File: config.mk
export PLATFORM = sky130hd
export DESIGN_NAME = demux_sequencer
export DESIGN_NICKNAME = d
export VERILOG_FILES = /design/src/rtl/demux_sequencer.sv
export SDC_FILE = /design/constraint.sdc
export NUM_CORES = 1
export LEC_CHECK = 0
export CORE_ASPECT_RATIO = 0.9
export CORE_UTILIZATION = 57
export CTS_CLUSTER_SIZE = 16
export DETAILED_ROUTE_END_ITERATION = 7
export MAX_ROUTING_LAYER = met4
export PLACE_DENSITY = 0.78
export SLEW_MARGIN = 25
export SYNTH_ARGS = -nofsm -noshare
export SYNTH_HDL_FRONTEND = slang
export SYNTH_SLANG_ARGS = --single-unit
File: constraint.sdc
create_clock -name clk -period 3.5 [get_ports clk]
set_clock_uncertainty 0.05 [all_clocks]
set_input_delay 0.525 -clock clk [delete_from_list [all_inputs] [get_ports clk]]
set_output_delay 0.525 -clock clk [all_outputs]
set_load 0.05 [all_outputs]
File: src/rtl/demux_sequencer.sv
// Serialises an upstream bit stream onto a 1-to-8 demux. Enabled channels are served
// round-robin; each bit is held HOLD cycles on d and then followed by GAP cycles of zero.
module demux_sequencer #(
    parameter int HOLD = 2,
    parameter int GAP  = 1
) (
    input  logic       clk,
    input  logic       rst_n,
    input  logic [7:0] en_mask,
    input  logic       in_valid,
    input  logic       in_bit,
    output logic       in_ready,
    output logic       d,
    output logic       s0,
    output logic       s1,
    output logic       s2,
    output logic       busy,
    output logic       frame_done
);

    typedef enum logic [1:0] {ST_IDLE, ST_DRIVE, ST_GAP} state_e;

    localparam logic [3:0] HOLD_LAST = 4'(HOLD - 1);
    localparam logic [3:0] GAP_LAST  = (GAP > 0) ? 4'(GAP - 1) : 4'd0;
    localparam bit         HAS_GAP   = (GAP > 0);

    state_e     state_q, state_d;
    logic [3:0] cnt_q, cnt_d;
    logic [2:0] ptr_q, sel_q, nxt_ch, cand, hi_ch;
    logic [7:0] mask_q;
    logic       bit_q, run_q, accept, slot_end, found;

    assign accept     = in_valid & in_ready;
    assign {s0, s1, s2} = sel_q;

    // Release is taken on the first clock edge, so the first acceptance lands on the second.
    always_ff @(posedge clk or negedge rst_n) begin
        if (!rst_n) run_q <= 1'b0;
        else        run_q <= 1'b1;
    end

    always_ff @(posedge clk or negedge rst_n) begin
        if (!rst_n) begin
            state_q <= ST_IDLE;
            cnt_q   <= '0;
        end else begin
            state_q <= state_d;
            cnt_q   <= cnt_d;
        end
    end

    always_ff @(posedge clk or negedge rst_n) begin
        if (!rst_n) begin
            ptr_q  <= 3'd7;
            sel_q  <= '0;
            mask_q <= '0;
            bit_q  <= 1'b0;
        end else if (accept) begin
            ptr_q  <= nxt_ch;
            sel_q  <= nxt_ch;
            mask_q <= en_mask;
            bit_q  <= in_bit;
        end
    end

    // Search ptr+1 .. ptr+8; the wrap back onto ptr lets a lone channel be served again.
    always_comb begin
        nxt_ch = ptr_q;
        cand   = '0;
        found  = 1'b0;
        for (int i = 1; i <= 8; i++) begin
            cand = ptr_q + 3'(i);
            if (!found && en_mask[cand]) begin
                nxt_ch = cand;
                found  = 1'b1;
            end
        end
    end

    always_comb begin
        hi_ch = '0;
        for (int i = 0; i < 8; i++)
            if (mask_q[i]) hi_ch = 3'(i);
    end

    always_comb begin
        state_d = state_q;
        cnt_d   = cnt_q;
        unique case (state_q)
            ST_IDLE: begin
                if (accept) begin
                    state_d = ST_DRIVE;
                    cnt_d   = '0;
                end
            end
            ST_DRIVE: begin
                if (cnt_q == HOLD_LAST) begin
                    state_d = HAS_GAP ? ST_GAP : ST_IDLE;
                    cnt_d   = '0;
                end else begin
                    cnt_d = cnt_q + 4'd1;
                end
            end
            ST_GAP: begin
                if (cnt_q == GAP_LAST) begin
                    state_d = ST_IDLE;
                    cnt_d   = '0;
                end else begin
                    cnt_d = cnt_q + 4'd1;
                end
            end
            default: begin
                state_d = ST_IDLE;
                cnt_d   = '0;
            end
        endcase
    end

    always_comb begin
        in_ready = 1'b0;
        d        = 1'b0;
        busy     = 1'b0;
        slot_end = 1'b0;
        unique case (state_q)
            ST_IDLE:  in_ready = run_q & (|en_mask);
            ST_DRIVE: begin
                d        = bit_q;
                busy     = 1'b1;
                slot_end = !HAS_GAP && (cnt_q == HOLD_LAST);
            end
            ST_GAP: begin
                busy     = 1'b1;
                slot_end = (cnt_q == GAP_LAST);
            end
            default: ;
        endcase
        frame_done = slot_end & (sel_q == hi_ch);
    end

endmodule

* Yosys cells after proc, flatten, opt, wreduce, memory -nomap -nowiden
Cells that the tools add are included.
** Word-level totals
- Bits in registers :: 22
- Input bits :: 12
- Output and inout bits :: 7
- Word-level logic and storage cells :: 102
** Cells by class
- Add/sub/neg operators :: 8
- Magnitude comparators :: 8
- Equal/unequal tests :: 7
- Multiplexer cells :: 50
- Bitwise logic cells :: 3
- Reductions and logical operators :: 19
** Operators with widths (number)
- 3-bit 2-to-1 mux :: 14
- 3-bit by 4-bit < comparator with 1-bit output, second input constant :: 8
- 1-bit binary-select mux with 3-bit select :: 8
- 1-bit 2-to-1 mux :: 20
- 3-bit adder, second input constant :: 4
- 4-bit 2-to-1 mux :: 3
- 4-bit one-hot mux with 3 select lines :: 1
- 8-bit OR reduction :: 1
- 1-bit logical AND :: 7
- 1-bit zero test :: 7
- 3-bit by 2-bit adder with 3-bit output, second input constant :: 2
- 2-bit 2-to-1 mux :: 3
- 2-bit inequality test, second input constant :: 3
- 2-bit one-hot mux with 3 select lines :: 1
- 4-bit by 1-bit adder with 4-bit output, second input constant :: 1
- 4-bit by 1-bit equality test with 1-bit output, second input constant :: 1
- 4-bit zero test :: 1
- 3-bit by 1-bit adder with 3-bit output, second input constant :: 1
- 1-bit bitwise AND :: 3
- 3-bit equality test :: 1
- 3-bit AND reduction :: 1
- 2-bit by 1-bit equality test with 1-bit output, second input constant :: 1
- 2-bit equality test, second input constant :: 1
- 2-bit zero test :: 1
- 2-bit OR reduction :: 1

* Logic depth before layout (Yosys ltp)
- Word-level depth :: 25
- Gate-level depth with buffers :: 12
- Gate-level depth less buffers :: 9

* Least setup slack after synthesis
No wires, ideal clock.
- Path kind :: register to register
- From :: register ptr_q[1]
- To :: register sel_q[2]
- Setup time :: 123 ps
- Arrival :: 3024 ps
- Required time :: 3327 ps
- Path slack :: 304 ps
- Cell stages (with the launch flop) :: 13
- Buffers on the path :: 3
- Clock period less this slack :: 3196 ps
- Cells stage by stage :: dfstp_2 > clkbuf_1 > inv_1 > ha_1 > buf_6 > buf_6 > mux2_4 > mux4_2 > a2111o_1 > a32oi_1 > a2111oi_1 > nor3_2 > nor2_1
** Between the ends
- Cells in the longest elaborated chain, start to end :: 25
- Elaborated cells on any way between the ends :: 52
- Those cells by class :: 7 x add/sub; 31 x mux; 14 x reduce/logical
** RTL lines
- start: declaration :: line 29 : logic [2:0] ptr_q, sel_q, nxt_ch, cand, hi_ch;
- start signal: assignment :: line 59 : ptr_q <= nxt_ch;
- 3-bit by 1-bit adder with 3-bit output :: line 72 : cand = ptr_q + 3'(i);
- 1-bit binary-select mux with 3-bit select :: line 73 : if (!found && en_mask[cand]) begin
- 1-bit 2-to-1 mux (not written as such) :: line 73
- 1-bit 2-to-1 mux :: line 73
- 1-bit zero test :: line 73
- 1-bit logical AND :: line 73
- 1-bit 2-to-1 mux :: line 73
- 1-bit zero test :: line 73
- (+9 left out)
- 1-bit logical AND :: line 73
- 1-bit 2-to-1 mux :: line 73
- 1-bit zero test :: line 73
- 1-bit logical AND :: line 73
- 1-bit 2-to-1 mux :: line 73
- 1-bit zero test :: line 73
- 1-bit logical AND :: line 73
- 3-bit 2-to-1 mux * :: line 73
- end signal: assignment :: line 60 : sel_q <= nxt_ch;
- end: declaration :: line 29
Every way passes the cells marked *; elsewhere a longest branch is shown, timed or not. The select of a mux whose other input is x is not followed.
A chain may end at the register's enable or synchronous reset.

* Worst setup path after layout
- From :: register ptr_q[1]
- To :: register ptr_q[1]
** Between the ends
- Cells in the longest elaborated chain, start to end :: 25
- Elaborated cells on any way between the ends :: 52
- Those cells by class :: 7 x add/sub; 31 x mux; 14 x reduce/logical
** RTL lines (line)
- 3-bit by 1-bit adder with 3-bit output :: 72
- 1-bit binary-select mux with 3-bit select :: 73
- 1-bit 2-to-1 mux (not written as such) :: 73
- 1-bit 2-to-1 mux :: 73
- 1-bit zero test :: 73
- 1-bit logical AND :: 73
- 1-bit 2-to-1 mux :: 73
- 1-bit zero test :: 73
- (+9 left out)
- 1-bit logical AND :: 73
- 1-bit 2-to-1 mux :: 73
- 1-bit zero test :: 73
- 1-bit logical AND :: 73
- 1-bit 2-to-1 mux :: 73
- 1-bit zero test :: 73
- 1-bit logical AND :: 73
- 3-bit 2-to-1 mux * :: 73
Marked as above.

==> metrics.yaml <==
finish:
  diodes: 0
  drive_gt1_share_pct: 20.6
  final_nets: 265
  final_cell_mix: "nand2_1, mux2_2, dfrtp_1"
  stdcell_area_um2: 2460
  multi_input_comb_area_um2: 1540
  regArea_um2: 529
  final_common_cell: "nand2_1"
  instances_no_fill: 289
  fillers: 291
  areaGrowthSynthToFinish_pct: 9.78
yosys:
  synth_edf_count: 0
  synth_mux_area_share_pct: 31.4
  ys_types: 51
  yosys.area_share.simple_pct: 13.1
  yosys.area_share.xor_xnor_pct: 3.07
  postSynthAreaPerCell_um2: 9.48
  yosys_warnings: 0
  synth_nets: 257
  synth_area_um2: 2240
  syn_inst: 236
  synthArstFlopShare_pct: 100
  synth_flop_cell: "dfrtp_1"
  synth_compound_area_share_pct: 16.2
  ys_ff_latch: 21
  synth_top_family_by_area: "multiplexers"
  synth_fa_ha_area_share_pct: 5.03
  seq_area_frac_synth_pct: 23.6
sta:
  slew_headroom_pct: 59.6
  rsz0062_at_grt: "no"
  fmax_mhz: 317
  final_hold_viol_count: 0
  layout_setup_ws_ps: 349
  fin_crit_sh_pct: 90.0
  slew_viol_final: 0
  tightestPinTransition_ps: 602
  finalCriticalPeriod_ps: 3150
  setup_tns_ps: 0
  setup_viol: 0
die:
  io_pins: 19
  die_y_um: 61.5
  core_area_um2: 3730
  start_util_pct: 60.0
  die_area_um2: 4180
  die_w_um: 68.1
  row_count: 21
global_route:
  grt_pass1_wl_um: 8870
  grt_overflow: 0
  grt_pass1_vias: 1749
  grt_max_degree: 24
  grtUsageTotal_pct: 30.2
  antenna_found_initial: 0
power_and_ir_drop:
  power_density_nw_per_um2: 1090
  p_leak_uw: 0.000983
  p_clk_share_pct: 6.0
  power_switching_share_pct: 49.8
  power_frac_seq_pct: 17.3
  power.total_uw: 2670
  vdd.ir_drop.worst_v: 0.000626
  p_comb_share_pct: 76.7
  p_int_uw: 1340
  power_switching_uw: 1330
drt:
  drt_pre_antenna_iters: 5
  drc: 0
  wl_per_cell_um: 18.6
  wl_um: 5360
  routed_via_density: 6.40
  ant_nets: 0
  drtIter0Drc: 132
  vias: 1850
clocking:
  postCtsSetupRepairBufs: 0
  cts_tree: "built"
  cts_hold_buf: 0
  clk_pin_slew_ps: 70
  cts_resized: 0
  cts_buffer_depth: 2
  htreeDepth: 1
  cts_sinks: 21
  numCtsBuffers: 3
  root_buffer: "clkbuf_8"
  clock_latency_ps: 260
worst_setup_path:
  endpoint: "ptr_q[1]$_DFFE_PN1P_"
  crit_path_max_fanout: 23
  path_cells: "inv_1 -> ha_1 -> buf_12 -> mux2_2 -> mux4_2 -> o31ai_1 -> a311oi_1 -> o31ai_1 -> a21boi_1"
  reg2reg_from: "ptr_q[1]$_DFFE_PN1P_"
  crit_path_start: "ptr_q[1]$_DFFE_PN1P_"
  critical_path.most_common_cell: "o31ai_1"
  worstPathArrival_ps: 3300
  r2r_slack_ps: 350
  rr_worst_depth: 9
  worstReg2RegEnd: "ptr_q[1]$_DFFE_PN1P_"
  crit_slowest_cell: "mux4_2"
  worst-setup-path-type: "reg2reg"
  end_kind: "register"
  critPathLaunchType: "register"
  slowest_delay_ps: 570
  cp.required_ps: 3650
placed_design:
  dp.cells: 285
  io_buffers: 18
  dpl_cell_area_um2: 2420
  place_hpwl_um: 4040
  place.gp.congestion: 0.940
  pre_cts_slack_ps: 368
hold_path:
  hold_class: "in2async"
run_status:
  status: "completed"
job:
  cap_violations: 0
Yosys cell counts, types with 2 or more instances:
cell type / number / area (um^2)
a22oi_1: 2 / 15.0
nand2_1: 21 / 78.8
nor2_1: 14 / 52.6
ha_1: 9 / 113
a211oi_1: 5 / 37.5
nand2b_1: 4 / 25.0
nand3_1: 3 / 15.0
mux2i_1: 15 / 150
o21bai_1: 2 / 15.0
and2_1: 3 / 18.8
inv_1: 16 / 60.1
buf_2: 3 / 15.0
dfstp_2: 3 / 78.8
mux4_1: 2 / 52.6
a21oi_1: 3 / 15.0
nor3_1: 7 / 35.0
clkbuf_1: 12 / 45.0
o21ai_0: 14 / 70.1
buf_6: 3 / 33.8
mux4_2: 12 / 270
o31ai_1: 5 / 37.5
o22ai_1: 2 / 12.5
o221ai_1: 3 / 26.3
a21boi_1: 2 / 15.0
o211ai_1: 3 / 22.5
a31oi_1: 2 / 12.5
dfrtp_1: 18 / 450
mux2_2: 19 / 214
xnor2_1: 5 / 43.8
nor4_1: 3 / 18.8
critical path, delay by kind of cell, from the launching register on:
kind / cells / cell delay (ps)
muxes: 2 / 960
AOI/OAI and AO/OA: 4 / 900
DFF: 1 / 530
adders and majority gates: 1 / 340
buffers and inverters: 2 / 280
layout make-up:
| class | count | area share, % |
|---|---|---|
| Sequential cell | 21 | 21.5 |
| Timing Repair Buffer | 22 | 8.86 |
| Inverter | 17 | 2.60 |
| Clock buffer | 4 | 1.83 |
| Multi-Input combinational cell | 179 | 62.8 |
| Tap cell | 46 | 2.34 |
flip-flops by register name (all words and copies together), names as in the netlist:
name	flops
mask_q	7
cnt_q	4
ptr_q	3
sel_q	3
state_q	2
bit_q	1
run_q	1
cells by family after synthesis:
family                   Yosys count
AND/OR/NAND/NOR                   61
AO/OA/AOI/OAI                     52
multiplexers                      49
buffers and inverters             36
flip-flops                        21
adder cells (fa/ha/maj)            9
XOR/XNOR                           7
other                              1
routing by layer:
layer,global-route usage (%),vias up,routed length [um]
met5,-,-,0
met4,5.65,0,59
met3,5.74,7,354
met2,43.3,63,2360
met1,44.2,892,2580
li1,-,888,-
per-stage QoR:
stage,utilization [%],hold slack [ps]
6_report,65.9,151
5_1_grt,65.9,190
4_1_cts,66.0,459
3_5_place_dp,64.8,443
3_3_place_gp,64.8,436
2_1_floorplan,-,179
worst min path at each step:
stage and end:
6_report run_q$_DFF_PN0_, 5_1_grt state_q[1]$_DFFE_PN0P_, 4_1_cts bit_q$_DFFE_PN0P_, 3_5_place_dp bit_q$_DFFE_PN0P_, 3_3_place_gp bit_q$_DFFE_PN0P_, 2_1_floorplan bit_q$_DFFE_PN0P_
power groups by stage:
stage	Sequential, uW	Clock, uW	Combinational (uW)
after floorplan	476	0	1590
after global placement	459	0	1990
after detailed placement	464	0	2000
after CTS	460	162	2020
after global routing	480	174	2210
final	461	160	2050
Power figures use the tool's default switching activity.
==> RTL change 1 (same flow settings) <==
Encoding of `state_e`: now one-hot (3 bits for 3 states).
--- a/src/rtl/demux_sequencer.sv
+++ b/src/rtl/demux_sequencer.sv
@@ -18,7 +18,7 @@
     output logic       frame_done
 );
 
-    typedef enum logic [1:0] {ST_IDLE, ST_DRIVE, ST_GAP} state_e;
+    typedef enum logic [2:0] {ST_IDLE = 3'b001, ST_DRIVE = 3'b010, ST_GAP = 3'b100} state_e;
 
     localparam logic [3:0] HOLD_LAST = 4'(HOLD - 1);
     localparam logic [3:0] GAP_LAST  = (GAP > 0) ? 4'(GAP - 1) : 4'd0;
Function: same outputs for any inputs over 10 cycles, from zero or initial values and one cycle with rst_n low; not proved beyond that.
==> RTL change 1 against the original RTL <==
Area after synthesis is 9.4% lower; total power decreased by 12%; wire length is 10% lower; final area is 4.9% lower; sequential cell count up 1; setup slack improved by 0.075 ns; via count is 4.3% lower; critical endpoint is now frame_done; largest cell class unchanged; largest power group unchanged; highest routed layer unchanged.
==> RTL change 1: results (changes against the original RTL) <==
| Metric | Value |
|---|---|
| Slowest CP cell | or4_1 (was mux4_2) |
| Multi-input gate share of total cell area | 0.5808 (was 0.6283) |
| Reg2reg end | sel_q[1] (was ptr_q[1]) |
| Slew of the pin with the lowest slew margin | 0.7145 ns (was 0.6016 ns) |
| Non-Filler Instances | 274 (was 289) |
| Top Family by Delay on Critical Path | simple AND/OR/NAND/NOR gates (was multiplexers) |
| DR vias/cell | 6.460 (was 6.401) |
| Gate Count Post-Synth | 205 (was 236) |
| Synth top cells by count | dfrtp_1 (18), mux2_2 (16), nand2_1 (15) (was nand2_1 (21), mux2_2 (19), dfrtp_1 (18)) |
| Clkbuf count | 3 (was 4) |
| Buffering overhead | 0.1210 (was 0.08859) |
| Sequential share of power | 0.208 (was 0.173) |
| Synth Net Count | 222 (was 257) |
| Sw frac | 0.4739 (was 0.4983) |
| Met1 Wirelength | 2221 um (was 2584 um) |
| CP max stage delay | 0.48 ns (was 0.57 ns) |
| Final core utilization | 0.6919 (was 0.6586) |
| Mapped cell area | 2028 um^2 (was 2238 um^2) |
| Non-Clock Buffer Count | 32 (was 22) |
| DR WL met2 | 2131 um (was 2362 um) |
| Leak Pwr | 1.007 nW (was 0.9832 nW) |
| HP Class | in2async (unchanged) |
| Non-CTS inverters | 12 (was 17) |
| Worst R2R Path Depth | 8 (was 9) |
| Combinational power | 1.70 mW (was 2.05 mW) |
| First-pass GRT wire length | 8183 um (was 8866 um) |
| Achievable Freq | 325.1 MHz (was 317.3 MHz) |
| Routability Congestion | 1.030 (was 0.9402) |
| GR Util met2 | 0.4167 (was 0.4328) |
| DPL Wire Length | 3679 um (was 4040 um) |
| Critical Path Start | cnt_q[0] (was ptr_q[1]) |
| #MultiIn Comb | 161 (was 179) |
| Switch Pwr | 1.108 mW (was 1.331 mW) |
| Met3 WL | 402 um (was 354 um) |
| Cell variety after synth | 56 (was 51) |
| Status | complete, no violations (unchanged) |
| VDD IR max | 0.5402 mV (was 0.6264 mV) |
| Sequential-to-total area share from yosys stat | 0.2739 (was 0.2364) |
| WL per Instance | 17.51 um (was 18.55 um) |
| CP Capture Type | output port (was flip-flop) |
| # fillers | 275 (was 291) |
| Number of DRC markers in iteration 0 | 146 (was 132) |
| Pre-CTS setup slack | 0.3100 ns (was 0.3676 ns) |
| Total track usage | 0.2936 (was 0.3018) |
| Arr. time, crit path | 2.50 ns (was 3.30 ns) |
| Post-DP Area | 2298 um^2 (was 2417 um^2) |
| Area contributors post-synth | dfrtp_1 (22%), mux2_2 (8.9%), mux4_2 (7.8%), mux2i_1 (6.4%), dfstp_2 (5.2%) (was dfrtp_1 (20%), mux4_2 (12%), mux2_2 (9.6%), mux2i_1 (6.7%), ha_1 (5.0%)) |
| ClkCell Share | 0.01767 (was 0.01833) |
| GRT met3 Usage | 0.08333 (was 0.05741) |
| Seq area share | 0.2377 (was 0.2154) |
| M1 GR Usage | 0.4158 (was 0.4420) |
| Sink Count | 22 (was 21) |
| CP max FO | 4 (was 23) |
[RTL change 1: changes by cell type in the layout (fill, tap and decap cells not counted), moves of 5 or more]
cell and change:
nand2_1 -6, a21oi_1 +5, inv_1 -5, mux4_2 -5
buf_4 +11
[RTL change 1: cells by family after synthesis]
family | after synthesis | synth area share
compound gates | 49 | 0.1653
xor+xnor | 6 | 0.02591
fa+ha+maj | 5 | 0.03085
buf+inv | 22 | 0.05675
flops | 22 | 0.2739
mux | 41 | 0.2899
other cells | 1 | 0.001849
simple gates | 59 | 0.1555
[RTL change 1: how the worst min path moves through the flow]
| stage | end | cells past startpoint | startpoint | slack [ns] |
|---|---|---|---|---|
| 6_report | bit_q | 1 | rst_n | 0.16 |
| 2_1_floorplan | bit_q | 0 | rst_n | 0.18 |
| 3_5_place_dp | bit_q | 2 | bit_q | 0.41 |
| 4_1_cts | bit_q | 2 | bit_q | 0.43 |
| 3_3_place_gp | bit_q | 2 | bit_q | 0.40 |
| 5_1_grt | bit_q | 1 | rst_n | 0.21 |
==> RTL change 2 (same flow settings) <==
Without the edit above. Make the reset (`rst_n`) synchronous in 3 clocked blocks.
--- a/src/rtl/demux_sequencer.sv
+++ b/src/rtl/demux_sequencer.sv
@@ -34,12 +34,12 @@
     assign {s0, s1, s2} = sel_q;
 
     // Release is taken on the first clock edge, so the first acceptance lands on the second.
-    always_ff @(posedge clk or negedge rst_n) begin
+    always_ff @(posedge clk) begin
         if (!rst_n) run_q <= 1'b0;
         else        run_q <= 1'b1;
     end
 
-    always_ff @(posedge clk or negedge rst_n) begin
+    always_ff @(posedge clk) begin
         if (!rst_n) begin
             state_q <= ST_IDLE;
             cnt_q   <= '0;
@@ -49,7 +49,7 @@
         end
     end
 
-    always_ff @(posedge clk or negedge rst_n) begin
+    always_ff @(posedge clk) begin
         if (!rst_n) begin
             ptr_q  <= 3'd7;
             sel_q  <= '0;
Behaviour: differs if rst_n is asserted again (counterexample within 4 cycles, from zero or initial values and one cycle with rst_n low); with rst_n held inactive, the same outputs for 10 cycles.
==> RTL change 2 against the original RTL <==
Critical path depth unchanged; total power down 39%; sequential cell count unchanged; setup slack better by 0.042 ns; cell count is 2.1% lower; wire length down 14%; first-iteration DRC count is 14% higher; sequential share of layout area fell by 2.3 points; area after synthesis fell by 13%; final area is 11% lower; count of clock-buffer cells in the layout fell by 1; combinational power decreased by 44%; critical endpoint is now ptr_q[2]; largest power group unchanged.
==> RTL change 2: results (changes against the original RTL) <==
| Metric | Value |
|---|---|
| Status | complete, no violations (unchanged) |
| Cell variety after synth | 53 (was 51) |
| Critical Path Start | ptr_q[1] (unchanged) |
| Total track usage | 0.2928 (was 0.3018) |
| Hold Slack | 0.4191 ns (was 0.1505 ns) |
| Arr. time, crit path | 3.16 ns (was 3.30 ns) |
| Slowest CP cell | ha_1 (was mux4_2) |
| Synth top cells by count | nand2_1 (34), dfxtp_1 (21), nor2_1 (16) (was nand2_1 (21), mux2_2 (19), dfrtp_1 (18)) |
| Number of DRC markers in iteration 0 | 151 (was 132) |
| Area delta synth->final | 12.36% (was 9.782%) |
| DR vias/cell | 6.226 (was 6.401) |
| Number of instances in the placed design | 279 (was 285) |
| Final Cycle Share | 0.8884 (was 0.9004) |
| Largest net degree at the start of global routing | 23 (was 24) |
| Post-synthesis async set-or-reset flop share | 0 (was 1.000) |
| HP Class | reg2reg (was in2async) |
| Routability Congestion | 0.9200 (was 0.9402) |
| DR vias | 1762 (was 1850) |
| Share of cells above drive strength 1 | 0.1162 (was 0.2058) |
| Reg2reg end | ptr_q[2] (was ptr_q[1]) |
| Switch Pwr | 0.7762 mW (was 1.331 mW) |
| Slew of the pin with the lowest slew margin | 0.5538 ns (was 0.6016 ns) |
| Gate Count Post-Synth | 227 (was 236) |
| Detailed Routing Iterations Pass 1 | 4 (was 5) |
| CP max FO | 11 (was 23) |
| VDD IR max | 0.3600 mV (was 0.6264 mV) |
| Leak Pwr | 0.8279 nW (was 0.9832 nW) |
| R2R Setup Slk | 0.39 ns (was 0.35 ns) |
| Post-synth top flop | dfxtp_1 (was dfrtp_1) |
| CP max stage delay | 0.64 ns (was 0.57 ns) |
| Total Nets Final | 263 (was 265) |
| Area contributors post-synth | dfxtp_1 (22%), mux4_2 (13%), mux2i_1 (6.7%), nand2_1 (6.6%), ha_1 (5.8%) (was dfrtp_1 (20%), mux4_2 (12%), mux2_2 (9.6%), mux2i_1 (6.7%), ha_1 (5.0%)) |
| Top Family by Delay on Critical Path | compound AO/OA/AOI/OAI gates (was multiplexers) |
| Post-DP Area | 2137 um^2 (was 2417 um^2) |
-- RTL change 2: tightest hold or removal path, cell delays in order (launching register included) --
cell      delay [ns]
dfxtp_1         0.31
nand2_1         0.04
a21boi_0        0.07
-- RTL change 2: kinds of logic after synthesis --
kind of cell / share of synthesized area
xor gates and xnor gates: 0.04894
adders and majority gates: 0.05795
AOI/OAI and AO/OA: 0.2009
buffers and inverters: 0.06245
muxes: 0.2247
and+or+nand+nor: 0.1887
DFF: 0.2164
-- RTL change 2: metal layers --
| layer | routed length [um] | track usage |
|---|---|---|
| met5 | 0 | - |
| met3 | 394 | 0.07000 |
| met1 | 2189 | 0.4127 |
| met2 | 1989 | 0.4225 |
| met4 | 34 | 0.06494 |
-- RTL change 2: how the worst max path moves through the flow --
| stage | end | cells past startpoint |
|---|---|---|
| after floorplan | ptr_q[1] | 13 |
| after global placement | ptr_q[1] | 8 |
| after detailed placement | ptr_q[2] | 8 |
| after CTS | ptr_q[2] | 9 |
| after global routing | ptr_q[2] | 9 |
| final | ptr_q[2] | 9 |
-- RTL change 2: final cells by class --
class                   count  share of cell area
clock buffers               3             0.01891
clock inverters             1            0.002292
inverters                  12             0.02063
multi-input cells         181              0.6418
flip-flops and latches     21              0.1926
well taps                  42             0.02407
repair buffers             23             0.09971
-- RTL change 2: power by group through the flow --
| stage | Combinational, mW | Clock (mW) | Sequential [mW] |
|---|---|---|---|
| floorplan | 0.873 | 0 | 0.348 |
| global placement | 1.12 | 0 | 0.330 |
| detailed placement | 1.13 | 0 | 0.332 |
| CTS | 1.14 | 0.161 | 0.327 |
| global route | 1.27 | 0.173 | 0.331 |
| finish | 1.15 | 0.155 | 0.326 |
